`src/rtl/timer_bank.sv`:
```
// Bank of NCH down-counting timers behind a small byte-wide register file.
// A shared 7-bit prescaler provides per-channel divide-by-2^s ticks.
module timer_bank #(
    parameter int NCH = 4,
    parameter int CNT_W = 16,
    localparam int ADDR_W = $clog2(NCH) + 2
) (
    input  logic              clk,
    input  logic              reset,
    input  logic              we,
    input  logic [ADDR_W-1:0] addr,
    input  logic [7:0]        wdata,
    output logic [7:0]        rdata,
    output logic [NCH-1:0]    irq,
    output logic              irq_any
);

    typedef struct packed {
        logic       irq_en;
        logic [2:0] presc;
        logic       mode;
        logic       enable;
    } ctrl_t;

    ctrl_t            ctrl   [NCH];
    logic [CNT_W-1:0] reload [NCH];
    logic [CNT_W-1:0] count  [NCH];
    logic [NCH-1:0]   pending;
    logic [6:0]       pre;

    logic [ADDR_W-1:0] ch_sel;
    logic [1:0]        reg_sel;
    logic [NCH-1:0]    hit, load, run, expire, clr;
    logic [7:0]        rd_next;

    function automatic logic [6:0] presc_mask(input logic [2:0] s);
        return 7'((8'd1 << s) - 8'd1);
    endfunction

    // Byte view of a counter-width value; the upper byte is zero for 8-bit counters.
    function automatic logic [7:0] cnt_byte(input logic [CNT_W-1:0] v, input logic hi);
        logic [15:0] t;
        t = 16'(v);
        return hi ? t[15:8] : t[7:0];
    endfunction

    // With 8-bit counters the upper-byte write truncates away, leaving v unchanged.
    function automatic logic [CNT_W-1:0] set_byte(input logic [CNT_W-1:0] v, input logic hi,
                                                  input logic [7:0] b);
        logic [15:0] t;
        t = 16'(v);
        if (hi) t[15:8] = b;
        else    t[7:0]  = b;
        return CNT_W'(t);
    endfunction

    assign ch_sel  = addr >> 2;
    assign reg_sel = addr[1:0];

    always_comb begin
        hit    = '0;
        load   = '0;
        run    = '0;
        expire = '0;
        clr    = '0;
        for (int i = 0; i < NCH; i++) begin
            hit[i]    = (ch_sel == ADDR_W'(i));
            load[i]   = we && hit[i] && (reg_sel == 2'd0) && wdata[0] && !ctrl[i].enable;
            run[i]    = ctrl[i].enable && !load[i] && (&(pre | ~presc_mask(ctrl[i].presc)));
            expire[i] = run[i] && (count[i] == '0);
            clr[i]    = we && hit[i] && (reg_sel == 2'd3) && wdata[0];
        end
    end

    // Unmatched channel numbers fall through to zero.
    always_comb begin
        rd_next = 8'h00;
        for (int i = 0; i < NCH; i++) begin
            if (hit[i]) begin
                case (reg_sel)
                    2'd0:    rd_next = {2'b00, ctrl[i]};
                    2'd1:    rd_next = cnt_byte(count[i], 1'b0);
                    2'd2:    rd_next = cnt_byte(count[i], 1'b1);
                    default: rd_next = {7'd0, pending[i]};
                endcase
            end
        end
    end

    always_comb begin
        irq = '0;
        for (int i = 0; i < NCH; i++) begin
            irq[i] = pending[i] & ctrl[i].irq_en;
        end
    end

    assign irq_any = |irq;

    always_ff @(posedge clk) begin
        if (reset) begin
            pre     <= '0;
            rdata   <= '0;
            pending <= '0;
            for (int i = 0; i < NCH; i++) begin
                ctrl[i]   <= '0;
                reload[i] <= '0;
                count[i]  <= '0;
            end
        end else begin
            pre   <= pre + 7'd1;
            rdata <= rd_next;
            for (int i = 0; i < NCH; i++) begin
                // A register write to CTRL overrides the one-shot auto-disable.
                if (we && hit[i] && reg_sel == 2'd0)
                    ctrl[i] <= ctrl_t'(wdata[5:0]);
                else if (expire[i] && ctrl[i].mode)
                    ctrl[i].enable <= 1'b0;

                if (we && hit[i] && reg_sel == 2'd1)
                    reload[i] <= set_byte(reload[i], 1'b0, wdata);
                else if (we && hit[i] && reg_sel == 2'd2)
                    reload[i] <= set_byte(reload[i], 1'b1, wdata);

                if (load[i]) begin
                    count[i] <= reload[i];
                end else if (run[i]) begin
                    if (count[i] != '0)
                        count[i] <= count[i] - CNT_W'(1);
                    else if (!ctrl[i].mode)
                        count[i] <= reload[i];
                end

                if (expire[i])
                    pending[i] <= 1'b1;
                else if (clr[i])
                    pending[i] <= 1'b0;
            end
        end
    end

endmodule
```
`config.mk`:
```
export PLATFORM = sky130hd
export DESIGN_NAME = timer_bank
export DESIGN_NICKNAME = d
export VERILOG_FILES = /design/src/rtl/timer_bank.sv
export SDC_FILE = /design/constraint.sdc
export NUM_CORES = 1
export LEC_CHECK = 0
export ABC_AREA = 1
export CAP_MARGIN = 10
export CORE_MARGIN = 5
export CORE_UTILIZATION = 35
export CTS_CLUSTER_SIZE = 28
export DETAILED_ROUTE_END_ITERATION = 16
export GPL_TIMING_DRIVEN = 1
export SYNTH_ARGS = -nofsm -noshare
export SYNTH_HDL_FRONTEND = slang
export SYNTH_SLANG_ARGS = --single-unit
```
`constraint.sdc`:
```
create_clock -name clk -period 5.5 [get_ports clk]
set_input_delay 0.55 -clock clk [delete_from_list [all_inputs] [get_ports clk]]
set_output_delay 0.55 -clock clk [all_outputs]
set_load 0.02 [all_outputs]
```
==> results.toml, run 1 <==
[yosys]
async_reset_ff_frac = 0
synth_edf_count = 152
syn_avg_cell_area_um2 = 7.89
synth_cell_types = 44
synth_ff_type = "edfxtp_1"
yosysSeqAreaShare = 0.479
syn-num-nets = 1331
synth-seq-cells = 171
yosysWarnings = 0
netlist_instances = 1308
syn_area_mm2 = 0.0103

[grt]
met2_usage = 0.271
top_usage_layer = "met2"
antenna_found_initial = 2
grt_pass1_vias = 8158
grt_start_max_net_pins = 30
use_met3 = 0.0346
track_usage = 0.176
gr-total-overflow = 0
use_met1 = 0.256
grt_pass1_wl_um = 45600

[sta]
finalHoldViolations = 0
rsz0062_at_grt = "no"
finalSetupViolations = 0
fmax_mhz = 303
timing.clock.skew_ns = 0.0119
worstMarginPinSlew_ns = 0.880
maxSlewViolCount = 0
slew-limit-headroom = 0.412
finalCritPeriodShare = 0.601
min_period_ns = 3.31
tns_ns = 0

[critical_path]
slowest_stage = "edfxtp_1"
critPathTopFamily = "simple AND/OR/NAND/NOR gates"
crit_type = "flip-flop to flip-flop"
crit_path_max_fanout = 20
cp_cell_sequence = "nor2_4, nand2_1, ha_1, nor2_1, nor2_1, nand3_1, nor2_1, nand2_1, nor2_4, nand3_4, nand2_1, nor2_4, nand2_1"
critPathBufInv = 0
cp.arrival_ns = 3.38
reg2reg_slack_ns = 2.19
slowest_delay_ns = 0.54
worst_setup_path_start_kind = "flip-flop"
crit_required_ns = 5.57
end_kind = "flip-flop"
crit_top_cell = "nand2_1"

[min_path]
hold_class = "flip-flop to flip-flop"

[cells_and_area]
finalNetCount = 1346
multiInputGateArea_mm2 = 0.00444
seq_area_mm2 = 0.00494
stdcell_area_mm2 = 0.0115
instances_no_fill = 1720
area_growth_pct = 11.3
fillers = 2978
diodes = 0
final_core_util = 0.397
drive_above_1_share = 0.0689

[routing]
wl_um = 29400
avgViaCountPerCell = 5.11
wl_per_cell_um = 17.1
drc = 0
drt_iter0_drc = 1058
firstDrtPassIters = 7
via_count = 8786
ant_nets = 0

[place]
hpwl_um = 21600
place_inst = 1688
place_congestion = 0.941
placed_area_mm2 = 0.0109
io_buffers = 27

[cts]
clock_sinks = 171
htree_levels = 4
clk_path_buf_depth = 2
cts-root-buf = "clkbuf_16"
cts_made_buffers = 17
cts_setup_buffers = 0
cts_hold_buf = 0
clk_pin_slew_worst_paths_ns = 0.07
clock_latency_ns = 0.44
cts_tree = "yes"
ctsResizeCount = 0

[floorplan]
rows = 62
die_y_um = 182
start_util = 0.357
die_w_um = 182
die_area_mm2 = 0.0330
pin_count = 28
core_area_mm2 = 0.0289

[power_and_ir_drop]
vdd_drop_max_mv = 0.191
p_leak_nw = 5.01
power.density_mw_per_mm2 = 269

[job]
drv_cap = 0

[outcome]
status = "finished clean"
per-layer routing:
metal	part of all wire	routed length [um]
met1	0.45	13400
met2	0.44	13000
met3	0.085	2490
met4	0.017	488
met5	0.0014	40
synthesized netlist by cell type, types with 2 or more instances:
master / count / area share
o211ai_1: 2 / 0.0015
nand4_4: 2 / 0.0041
o21ai_1: 10 / 0.0048
nand3_1: 86 / 0.042
nand4_1: 60 / 0.036
nor2_2: 12 / 0.0073
nor2_1: 202 / 0.073
buf_4: 7 / 0.0051
o21bai_1: 3 / 0.0022
nand2_1: 354 / 0.13
inv_2: 10 / 0.0036
clkbuf_1: 13 / 0.0047
nand2_2: 5 / 0.0030
nand3_2: 4 / 0.0039
buf_2: 13 / 0.0063
o21ai_0: 48 / 0.023
xor2_1: 38 / 0.032
buf_6: 6 / 0.0065
ha_1: 8 / 0.0097
edfxtp_1: 152 / 0.44
a21oi_1: 20 / 0.0097
dfxtp_1: 19 / 0.037
o22ai_1: 18 / 0.011
nand3_4: 3 / 0.0051
o221ai_1: 7 / 0.0059
inv_4: 3 / 0.0018
xnor2_1: 2 / 0.0017
nor2_4: 8 / 0.0087
o32ai_1: 2 / 0.0017
nor3_1: 5 / 0.0024
clkinv_1: 5 / 0.0018
inv_1: 167 / 0.061
o2111ai_1: 2 / 0.0017
a31oi_1: 2 / 0.0012
cell families (layout without fill, tap and decap cells):
kind of cell,count (synthesis),after routing,synth area share
buffers and inverters,225,253,0.0910
AND/OR/NAND/NOR,746,746,0.320
AO/OA/AOI/OAI,118,118,0.0669
flip-flops,171,171,0.479
XOR/XNOR,40,40,0.0339
adder cells (fa/ha/maj),8,8,0.00970
sequential cells by signal (all words and copies together) (netlist names):
name	count
ctrl	24
rdata	8
count	64
reload	64
pre	7
pending	4
cell usage in the layout (no fill, tap or decap), types with 19 or more instances in the layout:
cell type        count
nand3_1             86
nand2_1            354
nor2_1             202
xor2_1              38
a21oi_1             20
inv_1              167
edfxtp_1           152
clkdlybuf4s50_1     27
o21ai_0             48
nand4_1             60
dfxtp_1             19
worst paths after layout:
path / startpoint / to / depth (start not counted)
hold / removal: pre[6] / pre[6] / 2
setup / recovery: ctrl[0][3] / count[0][8] / 13
setup reg to reg: ctrl[0][3] / count[0][8] / 13
hold reg to reg: pre[6] / pre[6] / 2
area by class of cell:
class | instances | share of cell area
flip-flops and latches | 171 | 0.430
multi-input cells | 912 | 0.386
inverters | 185 | 0.0611
well taps | 384 | 0.0418
clock buffers | 17 | 0.0370
repair buffers | 36 | 0.0292
clock inverters | 15 | 0.0140
where the power goes:
| group | leakage, nW | switching [mW] | total (mW) | internal, mW |
|---|---|---|---|---|
| Sequential | 1.66 | 0.0489 | 1.53 | 1.48 |
| Combinational | 3.07 | 0.232 | 0.328 | 0.0960 |
| Clock | 0.284 | 0.556 | 1.23 | 0.678 |
| Total | 5.01 | 0.837 | 3.09 | 2.25 |
through the flow:
step                setup slack, ns  hold slack, ns  total power [mW]
floorplan                      2.89           0.450              1.76
global placement               2.00           0.465              1.87
detailed placement             1.95           0.476              1.87
CTS                            2.17           0.486              3.08
global route                   1.89           0.489              3.20
finish                         2.19           0.488              3.09
worst reg2reg max path: stages, from the launching register on:
cell and delay (ns):
edfxtp_1 0.54, nor2_4 0.19, nand2_1 0.07, ha_1 0.27
nor2_1 0.04, nor2_1 0.08, nand3_1 0.07, nor2_1 0.08
nand2_1 0.08, nor2_4 0.41, nand3_4 0.32, nand2_1 0.20
nor2_4 0.07, nand2_1 0.51
Power figures use the tool's default switching activity.
==> run 2: changes to the inputs <==
==> constraint.sdc (replaced) <==
create_clock -name clk -period 3.09 [get_ports clk]
set_input_delay 0.309 -clock clk [delete_from_list [all_inputs] [get_ports clk]]
set_output_delay 0.309 -clock clk [all_outputs]
set_load 0.02 [all_outputs]
==> run 2 against run 1 <==
First-iteration DRC count down 4.3%; final cell count up 1.3%; sequential cell count unchanged; setup slack worse by 1.9 ns; sequential share of layout area down 0.66 points; global-route usage up 0.92 points; core utilization up 0.61 points; routed wire length up 4.2%; critical path depth down 1; die area unchanged; hold slack better by 0.00075 ns; critical path type unchanged.
==> results.toml, run 2 (synthesis results as in run 1) <==
[outcome]
status = "finished clean"

[cells_and_area]
drive_above_1_share = 0.0847
stdcell_area_mm2 = 0.0117
reg_top3 = "count: 64 flops, reload: 64 flops, ctrl: 24 flops"
instances_no_fill = 1742
diodes = 0
finalNetCount = 1368
final_common_cell = "nand2_1"
mostFrequentLayoutCells = "nand2_1 (354), nor2_1 (202), inv_1 (167)"
area_growth_pct = 13.0

[cts]
ctsResizeCount = 0
clk_path_buf_depth = 2
clock_latency_ns = 0.43
cts-root-buf = "clkbuf_16"
cts_made_buffers = 17
htree_levels = 4
cts_setup_buffers = 0
cts_hold_buf = 0
clk_pin_slew_worst_paths_ns = 0.08
clock_sinks = 171
cts_tree = "yes"

[grt]
antenna_found_initial = 1
grt_start_max_net_pins = 26
grt_pass1_wl_um = 48100
grt_pass1_vias = 8500
gr-total-overflow = 0
track_usage = 0.185

[critical_path]
crit_path_max_fanout = 19
crit_required_ns = 3.22
critPathTopFamily = "simple AND/OR/NAND/NOR gates"
crit_top_cell = "nand2_1"
cp_cell_sequence = "nor2_2, nand2_1, ha_1, o21bai_1, nand3_1, nand2_2, nor2_8, nand3_4, nand2_1, nor2_1, nand2_1, buf_4"
critPathBufInv = 1
crit_path_start = "ctrl[1][3]"
slowest_stage = "edfxtp_1"
cp.arrival_ns = 2.89
crit_type = "flip-flop to flip-flop"
r2r_start = "ctrl[1][3]"
end_kind = "flip-flop"
worst_setup_path_start_kind = "flip-flop"
slowest_delay_ns = 0.51

[place]
placed_area_mm2 = 0.0111
hpwl_um = 22900
place_inst = 1710
place_congestion = 0.958
pre_cts_ws_ns = 0.337
io_buffers = 27

[routing]
ant_nets = 0
drc = 0
wl_per_cell_um = 17.6
drt_iter0_drc = 1013
wl_um = 30600
avgViaCountPerCell = 5.18
via_count = 9023
firstDrtPassIters = 8

[sta]
min_period_ns = 2.77
maxSlewViolCount = 0
slew-limit-headroom = 0.560
worst_slack_ns = 0.325
tns_ns = 0
finalCritPeriodShare = 0.895
worstMarginPinSlew_ns = 0.657
finalSetupViolations = 0
timing.clock.skew_ns = 0.00996
rsz0062_at_grt = "no"
fmax_mhz = 362
finalHoldViolations = 0

[power_and_ir_drop]
vdd_drop_max_mv = 0.317
power.density_mw_per_mm2 = 467
total_power_mw = 5.45
p_leak_nw = 5.11

[floorplan]
die_y_um = 182
rows = 62
start_util = 0.357
pin_count = 28
die_area_mm2 = 0.0330
die_w_um = 182
core_area_mm2 = 0.0289

[job]
drv_cap = 0

[min_path]
hold_class = "flip-flop to flip-flop"
min_from = "pre[6]"
[run 2: changes by cell type in the layout (fill, tap and decap cells not counted), sizes merged]
cell      before  now
clkinvlp       2    3
inv          186  185
clkinv        10   12
buf            9   31
bufinv         2    0
[run 2: worst min-delay path, cell delays in order (launching register included)]
cell and delay (ns):
dfxtp_1 0.31, o21ai_0 0.07, a21oi_1 0.06
[run 2: per-layer routing]
metal	share of wire	GRT usage	vias up
met1	0.45	0.263	4226
li1	-	-	4375
met2	0.46	0.298	377
met5	0.00043	0	-
met4	0.017	0.0432	2
met3	0.077	0.0292	43
[run 2: path summary, 6_finish.rpt]
path / end / slack (ns) / cells after the start
setup / recovery: count[1][6] / 0.32 / 12
setup reg to reg: count[1][6] / 0.32 / 12
hold / removal: pre[6] / 0.49 / 2
hold reg to reg: pre[6] / 0.49 / 2
[run 2: area by class of cell]
type | count | area, um^2
Clock buffer | 17 | 425
Clock inverter | 15 | 159
Fill cell | 2934 | 17300
Inverter | 185 | 702
Multi-Input combinational cell | 912 | 4440
Sequential cell | 171 | 4940
Tap cell | 384 | 480
Timing Repair Buffer | 58 | 515
[run 2: where the power goes]
part	total, mW	switching (mW)	internal, mW
clock network	2.13	1.05	1.08
logic	0.600	0.417	0.183
registers	2.72	0.0897	2.63
total	5.45	1.56	3.89
[run 2: per-stage QoR]
stage	util	hold slack, ns
finish	0.403	0.489
global route	0.403	0.515
CTS	0.403	0.484
detailed placement	0.383	0.475
global placement	0.383	0.459
floorplan	-	0.450
==> run 3: changes to the inputs <==
--- a/config.mk
+++ b/config.mk
@@ -11,6 +11,7 @@
 export CORE_UTILIZATION = 35
 export CTS_CLUSTER_SIZE = 28
 export DETAILED_ROUTE_END_ITERATION = 16
+export GPL_ROUTABILITY_DRIVEN = 1
 export GPL_TIMING_DRIVEN = 1
 export SYNTH_ARGS = -nofsm -noshare
 export SYNTH_HDL_FRONTEND = slang
==> results of run 3 <==
The final DEF is identical to that of run 2; final timing and power are the same.
